**config.mk**
```make
export PLATFORM = sky130hd
export DESIGN_NAME = line_select_sequencer
export DESIGN_NICKNAME = d
export VERILOG_FILES = /design/src/rtl/line_select_sequencer_pkg.sv /design/src/rtl/line_select_sequencer_onehot_decoder.sv /design/src/rtl/line_select_sequencer.sv
export SDC_FILE = /design/constraint.sdc
export NUM_CORES = 1
export LEC_CHECK = 0
export ABC_AREA = 1
export CAP_MARGIN = 20
export CORE_MARGIN = 8
export CORE_UTILIZATION = 50
export CTS_CLUSTER_DIAMETER = 200
export DETAILED_ROUTE_END_ITERATION = 10
export HOLD_SLACK_MARGIN = 0.08
export MAX_ROUTING_LAYER = met4
export PLACE_DENSITY = 0.81
export SYNTH_ARGS = -nofsm -noshare
export SYNTH_HDL_FRONTEND = slang
export SYNTH_HIERARCHICAL = 1
export SYNTH_SLANG_ARGS = --single-unit
```
**constraint.sdc**
```tcl
create_clock -name clk -period 15.1 [get_ports clk]
set_input_delay 2.265 -clock clk [delete_from_list [all_inputs] [get_ports clk]]
set_output_delay 2.265 -clock clk [all_outputs]
set_load 0.01 [all_outputs]
```
**src/rtl/line_select_sequencer_pkg.sv**
```systemverilog
// rtl/line_select_sequencer_pkg.sv - shared state encoding and line-count helper for line select logic
package line_select_sequencer_pkg;

    // The cache flush controller reuses this encoding, so the values stay fixed.
    typedef enum logic [1:0] {
        ST_IDLE  = 2'd0,
        ST_SWEEP = 2'd1,
        ST_DONE  = 2'd2
    } lss_state_t;

    // Number of one-hot lines addressed by an index of the given width.
    function automatic int lines_of(input int sel_w);
        return 1 << sel_w;
    endfunction

endpackage

```
**src/rtl/line_select_sequencer_onehot_decoder.sv**
```systemverilog
// rtl/line_select_sequencer_onehot_decoder.sv - combinational binary-to-one-hot decoder with enable
module onehot_decoder
    import line_select_sequencer_pkg::*;
#(
    parameter int  SEL_W = 7,
    localparam int LINES = lines_of(SEL_W)
) (
    input  logic [SEL_W-1:0] idx,
    input  logic             en,
    output logic [LINES-1:0] onehot
);

    // All-zero unless enabled; the index spans exactly LINES positions, so any value is in range.
    always_comb begin
        onehot = '0;
        if (en) begin
            onehot[idx] = 1'b1;
        end
    end

endmodule

```
**src/rtl/line_select_sequencer.sv**
```systemverilog
// rtl/line_select_sequencer.sv - registered one-hot line enable generator with direct and sweep modes
module line_select_sequencer
    import line_select_sequencer_pkg::*;
#(
    parameter int  SEL_W    = 7,
    parameter bit  SWEEP_EN = 1'b1,
    localparam int LINES    = lines_of(SEL_W)
) (
    input  logic             clk,
    input  logic             rst,
    input  logic [SEL_W-1:0] sel,
    input  logic             sel_valid,
    input  logic             sweep_start,
    input  logic [SEL_W-1:0] sweep_lo,
    input  logic [SEL_W-1:0] sweep_hi,
    input  logic             stall,
    output logic [LINES-1:0] line_en,
    output logic [SEL_W-1:0] line_idx,
    output logic             line_valid,
    output logic             busy,
    output logic             sweep_done,
    output logic             req_drop
);

    lss_state_t       state_q, state_d;
    logic [SEL_W-1:0] cursor_q, cursor_d;
    logic [SEL_W-1:0] hi_q, hi_d;

    logic [SEL_W-1:0] dec_idx;
    logic             dec_en;
    logic [LINES-1:0] dec_onehot;
    logic [SEL_W-1:0] idx_d;
    logic             valid_d;
    logic             done_d;
    logic             drop_d;

    // One decoder serves both modes; the index is muxed ahead of it.
    onehot_decoder #(
        .SEL_W (SEL_W)
    ) u_decoder (
        .idx    (dec_idx),
        .en     (dec_en),
        .onehot (dec_onehot)
    );

    // Sequencer state, sweep cursor and captured upper bound.
    always_ff @(posedge clk or posedge rst) begin
        if (rst) begin
            state_q  <= ST_IDLE;
            cursor_q <= '0;
            hi_q     <= '0;
        end else begin
            state_q  <= state_d;
            cursor_q <= cursor_d;
            hi_q     <= hi_d;
        end
    end

    // Next state and next registered output values; the index mux is forced to zero when
    // nothing is issued so an undriven sel can never reach the outputs.
    always_comb begin
        state_d  = state_q;
        cursor_d = cursor_q;
        hi_d     = hi_q;
        dec_en   = 1'b0;
        dec_idx  = '0;
        idx_d    = '0;
        valid_d  = 1'b0;
        done_d   = 1'b0;
        drop_d   = 1'b0;
        case (state_q)
            ST_IDLE: begin
                if (SWEEP_EN && sweep_start) begin
                    // Sweep has priority; a simultaneous direct request is lost.
                    cursor_d = sweep_lo;
                    hi_d     = sweep_hi;
                    state_d  = ST_SWEEP;
                    drop_d   = sel_valid;
                end else if (sel_valid) begin
                    dec_en  = 1'b1;
                    dec_idx = sel;
                    idx_d   = sel;
                    valid_d = 1'b1;
                end
            end
            ST_SWEEP: begin
                drop_d = sel_valid;
                if (!stall) begin
                    dec_en  = 1'b1;
                    dec_idx = cursor_q;
                    idx_d   = cursor_q;
                    valid_d = 1'b1;
                    if (cursor_q == hi_q) begin
                        state_d = ST_DONE;
                    end else begin
                        // Natural SEL_W-bit wrap handles lo > hi ranges.
                        cursor_d = cursor_q + SEL_W'(1);
                    end
                end
            end
            ST_DONE: begin
                done_d  = 1'b1;
                drop_d  = sel_valid;
                state_d = ST_IDLE;
            end
            default: begin
                state_d = ST_IDLE;
            end
        endcase
    end

    // Output registers: everything the block drives comes straight from a flop.
    always_ff @(posedge clk or posedge rst) begin
        if (rst) begin
            line_en    <= '0;
            line_idx   <= '0;
            line_valid <= 1'b0;
            sweep_done <= 1'b0;
            req_drop   <= 1'b0;
        end else begin
            line_en    <= dec_onehot;
            line_idx   <= idx_d;
            line_valid <= valid_d;
            sweep_done <= done_d;
            req_drop   <= drop_d;
        end
    end

    assign busy = SWEEP_EN && (state_q == ST_SWEEP);

endmodule

```
Word-level counts from Yosys, hierarchy flattened:

Index checks and enable logic that the tools add are counted.

* flip-flop bits (word level): 154
* bits of input ports: 26
* output and inout bits: 139

* add/sub/neg operators: 1
* order comparisons: 2
* equal/unequal tests: 7
* mux-type cells: 22
* reduce and logical (&&, ||, !) cells: 7

Operator list (number)
* $mux 128: 1
* $mux 7: 6
* $pmux 7 s2: 2
* $lt 7x8->1 const B: 1
* $add 7x1->7 const B: 1
* $demux 1 s7: 1
* $eq 7x7->1: 1
* $ge 7x1->1 const B: 1
* $mux 1: 6
* $mux 2: 3
* $ne 2x2->1 const B: 3
* $pmux 1 s2: 2
* $pmux 2 s2: 1
* $reduce_and 4->1: 1
* $reduce_and 3->1: 1
* $eq 2x1->1 const B: 1
* $eq 2x2->1 const B: 1
* $logic_not 2->1: 1
* $ne 2x1->1 const B: 1
* $reduce_and 2->1: 1
* $reduce_bool 2->1: 1
* $reduce_or 2->1: 1
* $logic_and 1x1->1: 1

Logic depth before layout (Yosys ltp):

Gate-level depths: netlist of the first run.

* depth in word-level cells: 8
* depth in mapped cells: 11
* mapped depth without buffers: 10

Cells and area by module:

The synthesis of the first run kept the hierarchy.

By module, submodules not included
* line_select_sequencer: times used 1, cells each 315, area an instance 4615.7 um2
* onehot_decoder: times used 1, cells each 192, area an instance 970.9 um2

Worst setup path before layout of the first run:

OpenSTA, ideal clock, no wires.

* kind: input to register
* start point: in sweep_start
* end point: reg line_en[101]
* arrival time: 3.375 ns
* slack: 11.599 ns
* stages on the path: 8
* cells stage by stage: nor2_1 nand3_1 o21ai_0 buf_6 inv_4 nand4_4 buf_2 nor2_1

* cells in the longest elaborated chain, start to end: 7
* elaborated cells between the ends (all ways): 10

RTL lines
* start, declared: line line_select_sequencer.sv:13 `input logic sweep_start,`
* $mux 7 *: line line_select_sequencer.sv:73 `if (SWEEP_EN && sweep_start) begin`
* $pmux 7 s2 *: line line_select_sequencer.sv:71 `case (state_q)`
* named net dec_idx[1]: line line_select_sequencer.sv:29 `logic [SEL_W-1:0] dec_idx;`
* $lt 7x8->1 (implied by the code) or $ge 7x1->1 (tied branches): line line_select_sequencer_onehot_decoder.sv:17 `onehot[idx] = 1'b1;`
* $logic_and 1x1->1 (implied by the code): line line_select_sequencer_onehot_decoder.sv:17
* $mux 1 (implied by the code): line line_select_sequencer_onehot_decoder.sv:17
* $demux 1 s7 *
* $mux 128 *: line line_select_sequencer_onehot_decoder.sv:16 `if (en) begin`
* named net dec_onehot[101]: line line_select_sequencer.sv:31 `logic [LINES-1:0] dec_onehot;`
* end signal, assigned: line line_select_sequencer.sv:121 `line_en <= dec_onehot;`
* end, declared: line line_select_sequencer.sv:17 `output logic [LINES-1:0] line_en,`

Mark *: on every way through the listed nets, which the timed path passes. The rest lies on a longest branch.
A chain may end at the register's enable or synchronous reset.

Final worst setup path of the first run:

* start point: reg state_q[1]
* end point: out busy

* cells in the longest elaborated chain, start to end: 1

RTL lines
* start, declared: line line_select_sequencer.sv:25 `lss_state_t state_q, state_d;`
* start signal, assigned: line line_select_sequencer.sv:53 `state_q <= state_d;`
* $eq 2x1->1: line line_select_sequencer.sv:129 `assign busy = SWEEP_EN && (state_q == ST_SWEEP);`
* end, declared: line line_select_sequencer.sv:20 `output logic busy,`

No other way between the ends.

==> results.sh, run 1 <==
export IMPL_startpoint="state_q[1]"
export IMPL_drc_errors=0
export IMPL_grt_max_degree=90
export IMPL_ant_nets=0
export IMPL_grt_util_met3_pct=6.664
export IMPL_netlist_area_um2=5587
export IMPL_place_congestion=0.9622
export IMPL_timing_rr_end="line_en[45]"
export IMPL_busiest_layer="met2"
export IMPL_fin_nets=708
export IMPL_cts_made_buffers=17
export IMPL_wl_per_cell_um=18.60
export IMPL_whs_path_depth=2
export IMPL_critPathLaunchType="flip-flop"
export IMPL_port_buffers=164
export IMPL_setup_viol=0
export IMPL_period_minus_slack_ns=4.407
export IMPL_status="complete, no violations"
export IMPL_track_usage_pct=21.71
export IMPL_crit_type="flip-flop to output pin"
export IMPL_required_ns=12.84
export IMPL_tritoncts="built"
export IMPL_fp_dieArea_um2=14810
export IMPL_die_x_um=121.7
export IMPL_h_tree_depth=4
export IMPL_synth_main_ff_cell="dfrtp_1"
export IMPL_post_cts_buffers=0
export IMPL_timing_max_cap_violations=0
export IMPL_critPathMaxFanout=10
export IMPL_rsz0062_at_grt="false"
export IMPL_crit_path_end_kind="output pin"
export IMPL_relSlewSlack_pct=37.22
export IMPL_overflow=0
export IMPL_power_switching_uw=379.3
export IMPL_power_density_nw_per_um2=143.6
export IMPL_synth_nets=538
export IMPL_yosysMostFrequentCell="dfrtp_1"
export IMPL_regToRegStartpoint="state_q[1]"
export IMPL_post_route_period_util_pct=29.18
export IMPL_die_height_um=121.7
export IMPL_synth_distinct_cells=26
export IMPL_multiInputGateArea_um2=1465
export IMPL_cts_root_buffer="clkbuf_8"
export IMPL_yosysSeqAreaShare_pct=68.98
export IMPL_ys_async_sr_fraction_pct=100.0
export IMPL_drive_gt1_share_pct=8.986
export IMPL_gr_usage_met2_pct=37.86
export IMPL_netSwitchingFraction_pct=33.47
export IMPL_yosysWarnings=6
export IMPL_start_util_pct=51.31
export IMPL_seqCellArea_um2=3854
export IMPL_worstSkewPairLatency_ns=0.52
export IMPL_leakage_uw=0.003622
export IMPL_rows=38
export IMPL_wl_um=15440
export IMPL_finalMaxSlewViolations=0
export IMPL_hold_end="cursor_q[6]"
export IMPL_yosys_top_cells_count="dfrtp_1, nor2_1, nand2_1"
export IMPL_post_synth_top_area_cell="dfrtp_1"
export IMPL_ctsResizeCount=0
export IMPL_finalSetupTns_ns=0
export IMPL_syn_inst=507
export IMPL_hold_start="cursor_q[6]"
export IMPL_num_antenna_cells=0
export IMPL_synth_edf_count=0
export IMPL_clkPwrFrac_pct=35.3
export IMPL_grt_pass1_vias=4401
export IMPL_seqPwrFrac_pct=41.5
export IMPL_drt_initial_drc_count=369
export IMPL_clock_sinks=154
export IMPL_vias=4241
export IMPL_met1_usage_pct=23.69
export IMPL_reg2reg_slack_ns=12.17
export IMPL_worst_hold_path_type="flip-flop to flip-flop"
export IMPL_fill_cells=736
export IMPL_path_clk_slew_ns=0.07
export IMPL_cts_path_max_buffers=2
export IMPL_combPwrFrac_pct=23.2
export IMPL_vdd_drop_max_mv=0.08494
export IMPL_post_route_util_pct=72.47
export IMPL_worstMarginPinSlew_ns=0.9416
export IMPL_syn_avg_cell_area_um2=11.02
export IMPL_intPower_uw=753.9
export IMPL_grt_pass1_wl_um=23690
export IMPL_yosys_top_cells_area="dfrtp_1, nor2_1, nand2_1"
export IMPL_drtPass1Iterations=5
export IMPL_cts_hold_buf=0
export IMPL_vias_per_cell=5.110
export IMPL_ios=165
export IMPL_dp_hpwl_um=10750
export IMPL_antenna_found_initial=0
export IMPL_skew_ns=0.008282
export IMPL_crit_arrival_ns=2.14
export IMPL_max_freq_mhz=226.9
export IMPL_finalHoldViolCount=0
export IMPL_ys_ff_latch=154
export IMPL_syn2layout_area_growth_pct=41.23
export IMPL_core_um2=10890
export IMPL_synth_top_cell_area_share_pct=68.98
export IMPL_ff2ff_path_depth=6
-- critical path: stages (launching register included) --
cell and delay, ns:
dfrtp_1 0.41, inv_1 0.09, ha_1 0.48, clkdlybuf4s50_1 0.64
-- final cells by class --
class | count | area share, %
multi-input combinational | 303 | 18.57
inverter | 34 | 1.840
clock buffer | 18 | 5.423
sequential | 154 | 48.84
timing repair buffer | 167 | 21.34
tap | 140 | 2.220
clock inverter | 14 | 1.760
-- per-stage QoR --
| stage | cells | cell area, µm² | total power [µW] | setup slack, ns | hold slack, ns |
|---|---|---|---|---|---|
| floorplan | 507 | 5587 | 660.0 | 8.685 | 0.4838 |
| global placement | 797 | 7296 | 726.6 | 10.70 | 0.5089 |
| detailed placement | 797 | 7296 | 736.5 | 10.62 | 0.5131 |
| CTS | 829 | 7863 | 1134 | 10.68 | 0.5286 |
| global route | 830 | 7890 | 1189 | 10.59 | 0.5733 |
| finish | 830 | 7890 | 1133 | 10.69 | 0.5302 |
-- layout by cell type (no fill, tap or decap), drive strengths merged --
master / synthesis / final
ha: 5 / 5
or2: 1 / 1
xor2: 1 / 1
nand2: 93 / 93
clkinvlp: 0 / 3
o22ai: 1 / 1
clkinv: 0 / 6
clkdlybuf4s50: 0 / 164
dfrtp: 154 / 154
buf: 13 / 3
o21ai: 19 / 19
inv: 34 / 38
nand4: 7 / 7
bufinv: 0 / 1
a21oi: 1 / 1
clkbuf: 3 / 18
nand3: 32 / 32
nor2: 142 / 142
o21bai: 1 / 1
-- state kept, by name (all words and copies together) (netlist names) --
| register | count |
|---|---|
| req_drop | 1 |
| cursor_q | 7 |
| sweep_done | 1 |
| state_q | 2 |
| hi_q | 7 |
| line_valid | 1 |
| line_en | 128 |
| line_idx | 7 |
-- how the worst max path moves through the flow --
stage,to,cells after the start,slack (ns)
final,busy,3,10.69
after global routing,busy,3,10.59
after CTS,busy,3,10.68
after detailed placement,line_en[45],6,10.62
after global placement,line_en[95],6,10.70
after floorplan,cursor_q[0],1,8.69
-- power groups by stage --
stage          clock network, µW  registers [µW]  logic (µW)
3_3_place_gp                   0             475         251
6_report                     399             470         263
4_1_cts                      402             469         262
5_1_grt                      424             473         292
3_5_place_dp                   0             477         260
2_1_floorplan                  0             474         186
-- per-layer routing --
metal	wire length, µm	part of all wire (%)
met1	5791	38
met2	8101	52
met3	1355	8.8
met4	191	1.2
met5	0	0
-- cell families (layout without fill, tap and decap cells) --
family	count (synthesis)	count (layout)	share of synthesized area (%)
XOR/XNOR	1	1	0.1568
AND/OR/NAND/NOR	275	275	22.58
flip-flops	154	154	68.98
adder cells (fa/ha/maj)	5	5	1.120
AO/OA/AOI/OAI	22	22	2.240
buffers and inverters	50	233	4.927
(Power assumes the default switching activity.)
==> inputs of run 2 (changes only) <==
--- a/config.mk
+++ b/config.mk
@@ -8,12 +8,12 @@
 export ABC_AREA = 1
 export CAP_MARGIN = 20
 export CORE_MARGIN = 8
-export CORE_UTILIZATION = 50
+export CORE_UTILIZATION = 42
 export CTS_CLUSTER_DIAMETER = 200
 export DETAILED_ROUTE_END_ITERATION = 10
 export HOLD_SLACK_MARGIN = 0.08
 export MAX_ROUTING_LAYER = met4
-export PLACE_DENSITY = 0.81
+export PLACE_DENSITY = 0.72
 export SYNTH_ARGS = -nofsm -noshare
 export SYNTH_HDL_FRONTEND = slang
 export SYNTH_HIERARCHICAL = 1
==> constraint.sdc (replaced) <==
create_clock -name clk -period 3.65 [get_ports clk]
set_input_delay 0.5475 -clock clk [delete_from_list [all_inputs] [get_ports clk]]
set_output_delay 0.5475 -clock clk [all_outputs]
set_load 0.01 [all_outputs]
==> results.sh, run 2 (synthesis gave the netlist of run 1 again) <==
export IMPL_grt_pass1_vias=4225
export IMPL_dp_hpwl_um=10860
export IMPL_largest_reg_flops=128
export IMPL_power_density_nw_per_um2=602.4
export IMPL_syn2layout_area_growth_pct=42.82
export IMPL_finalMaxSlewViolations=0
export IMPL_port_buffers=164
export IMPL_place_congestion=0.8523
export IMPL_wl_per_cell_um=17.18
export IMPL_drc_errors=0
export IMPL_vdd_drop_max_mv=0.3122
export IMPL_ctsResizeCount=0
export IMPL_cts_hold_buf=0
export IMPL_vias_per_cell=4.699
export IMPL_ant_nets=0
export IMPL_layout_common_cells="clkdlybuf4s50_1, dfrtp_1, nor2_1"
export IMPL_hold_start="state_q[1]"
export IMPL_cts_root_buffer="clkbuf_16"
export IMPL_crit_path_end_kind="flip-flop"
export IMPL_crit_arrival_ns=3.25
export IMPL_fp_dieArea_um2=17250
export IMPL_power_switching_uw=1585
export IMPL_critPathLaunchType="flip-flop"
export IMPL_regToRegStartpoint="state_q[1]"
export IMPL_relSlewSlack_pct=28.94
export IMPL_leakage_uw=0.003651
export IMPL_cts_made_buffers=17
export IMPL_seqPwrFrac_pct=40.4
export IMPL_final_common_cell="clkdlybuf4s50_1"
export IMPL_track_usage_pct=18.31
export IMPL_skew_ns=0.01226
export IMPL_cp_slowest_cell="o21ai_1"
export IMPL_status="complete, no violations"
export IMPL_die_height_um=131.3
export IMPL_clock_sinks=154
export IMPL_timing_max_cap_violations=0
export IMPL_rows=42
export IMPL_ios=165
export IMPL_max_stage_delay_ns=0.89
export IMPL_post_cts_buffers=0
export IMPL_rsz0062_at_grt="false"
export IMPL_grt_pass1_wl_um=24170
export IMPL_core_um2=13140
export IMPL_post_route_period_util_pct=80.27
export IMPL_cp_cell_sequence="inv_1 -> ha_1 -> nand2_1 -> o21ai_1 -> nand4_4 -> nor2_1"
export IMPL_overflow=0
export IMPL_finalSetupTns_ns=0
export IMPL_worstMarginPinSlew_ns=1.059
export IMPL_design_area_um2=7979
export IMPL_start_util_pct=42.52
export IMPL_worst_hold_path_type="flip-flop to flip-flop"
export IMPL_h_tree_depth=4
export IMPL_cts_path_max_buffers=2
export IMPL_die_x_um=131.3
export IMPL_worstSkewPairLatency_ns=0.41
export IMPL_drive_gt1_share_pct=8.986
export IMPL_required_ns=3.97
export IMPL_num_antenna_cells=0
export IMPL_intPower_uw=3221
export IMPL_antenna_found_initial=0
export IMPL_netSwitchingFraction_pct=32.98
export IMPL_wl_um=14870
export IMPL_combPwrFrac_pct=22.7
export IMPL_dpl_cell_area_um2=7372
export IMPL_grt_max_degree=60
export IMPL_setup_viol=0
export IMPL_max_freq_mhz=341.3
export IMPL_critPathMaxFanout=14
export IMPL_startpoint="state_q[1]"
export IMPL_vias=4069
export IMPL_crit_type="flip-flop to flip-flop"
export IMPL_period_minus_slack_ns=2.930
export IMPL_fin_nets=708
export IMPL_clkPwrFrac_pct=37.0
export IMPL_drtPass1Iterations=4
export IMPL_drt_initial_drc_count=289
export IMPL_path_clk_slew_ns=0.07
export IMPL_top_register="line_en"
export IMPL_tritoncts="built"
export IMPL_finalHoldViolCount=0
==> run 2: through the flow <==
step | cells | util, % | power [µW] | setup WS [ns] | hold WS, ns
CTS | 866 | 60.73 | 4847 | 0.7325 | 0.5416
finish | 866 | 60.73 | 4806 | 0.7200 | 0.5538
detailed placement | 834 | 56.11 | 3064 | 0.7729 | 0.5245
floorplan | 507 | - | 2731 | 1.158 | 0.4838
global placement | 834 | 56.11 | 3026 | 0.8643 | 0.5060
global route | 866 | 60.73 | 5066 | 0.3714 | 0.5850
==> run 2: worst max-delay path: cells and delay by family (launching register included) <==
| kind | cells | cell delay [ns] |
|---|---|---|
| buf+inv | 1 | 0.10 |
| simple gates | 3 | 0.96 |
| compound gates | 1 | 0.89 |
| fa+ha+maj | 1 | 0.47 |
| flops | 1 | 0.42 |
==> run 2: final timing paths <==
kind | endpoint | slack (ns) | cells past startpoint
max in group asynchronous | line_en[107] | 2.22 | 3
max reg2reg | line_en[61] | 0.72 | 6
min in group asynchronous | state_q[1] | 0.65 | 2
min | state_q[1] | 0.55 | 2
max | line_en[61] | 0.72 | 6
min reg2reg | state_q[1] | 0.55 | 2
==> run 2: power by group through the flow <==
stage	combinational, µW	sequential (µW)	clock, µW
after floorplan	768	1960	0
after detailed placement	1100	1970	0
after CTS	1100	1940	1810
after global placement	1060	1960	0
final	1090	1940	1780
after global routing	1220	1960	1890
==> run 2: layout make-up <==
class,count,area [µm²]
Timing Repair Buffer,167,1689
Clock buffer,17,425.4
Multi-Input combinational cell,303,1465
Clock inverter,15,181.4
Fill cell,1061,5159
Tap cell,176,220.2
Inverter,34,143.9
Sequential cell,154,3854
==> run 2: per-layer routing <==
layer | part of all wire (%) | GRT usage (%) | vias up
met5 | 0 | - | -
met4 | 0.69 | 5.233 | 0
met3 | 7.3 | 6.212 | 7
met2 | 48 | 28.61 | 145
met1 | 44 | 22.24 | 2003
li1 | - | - | 1914
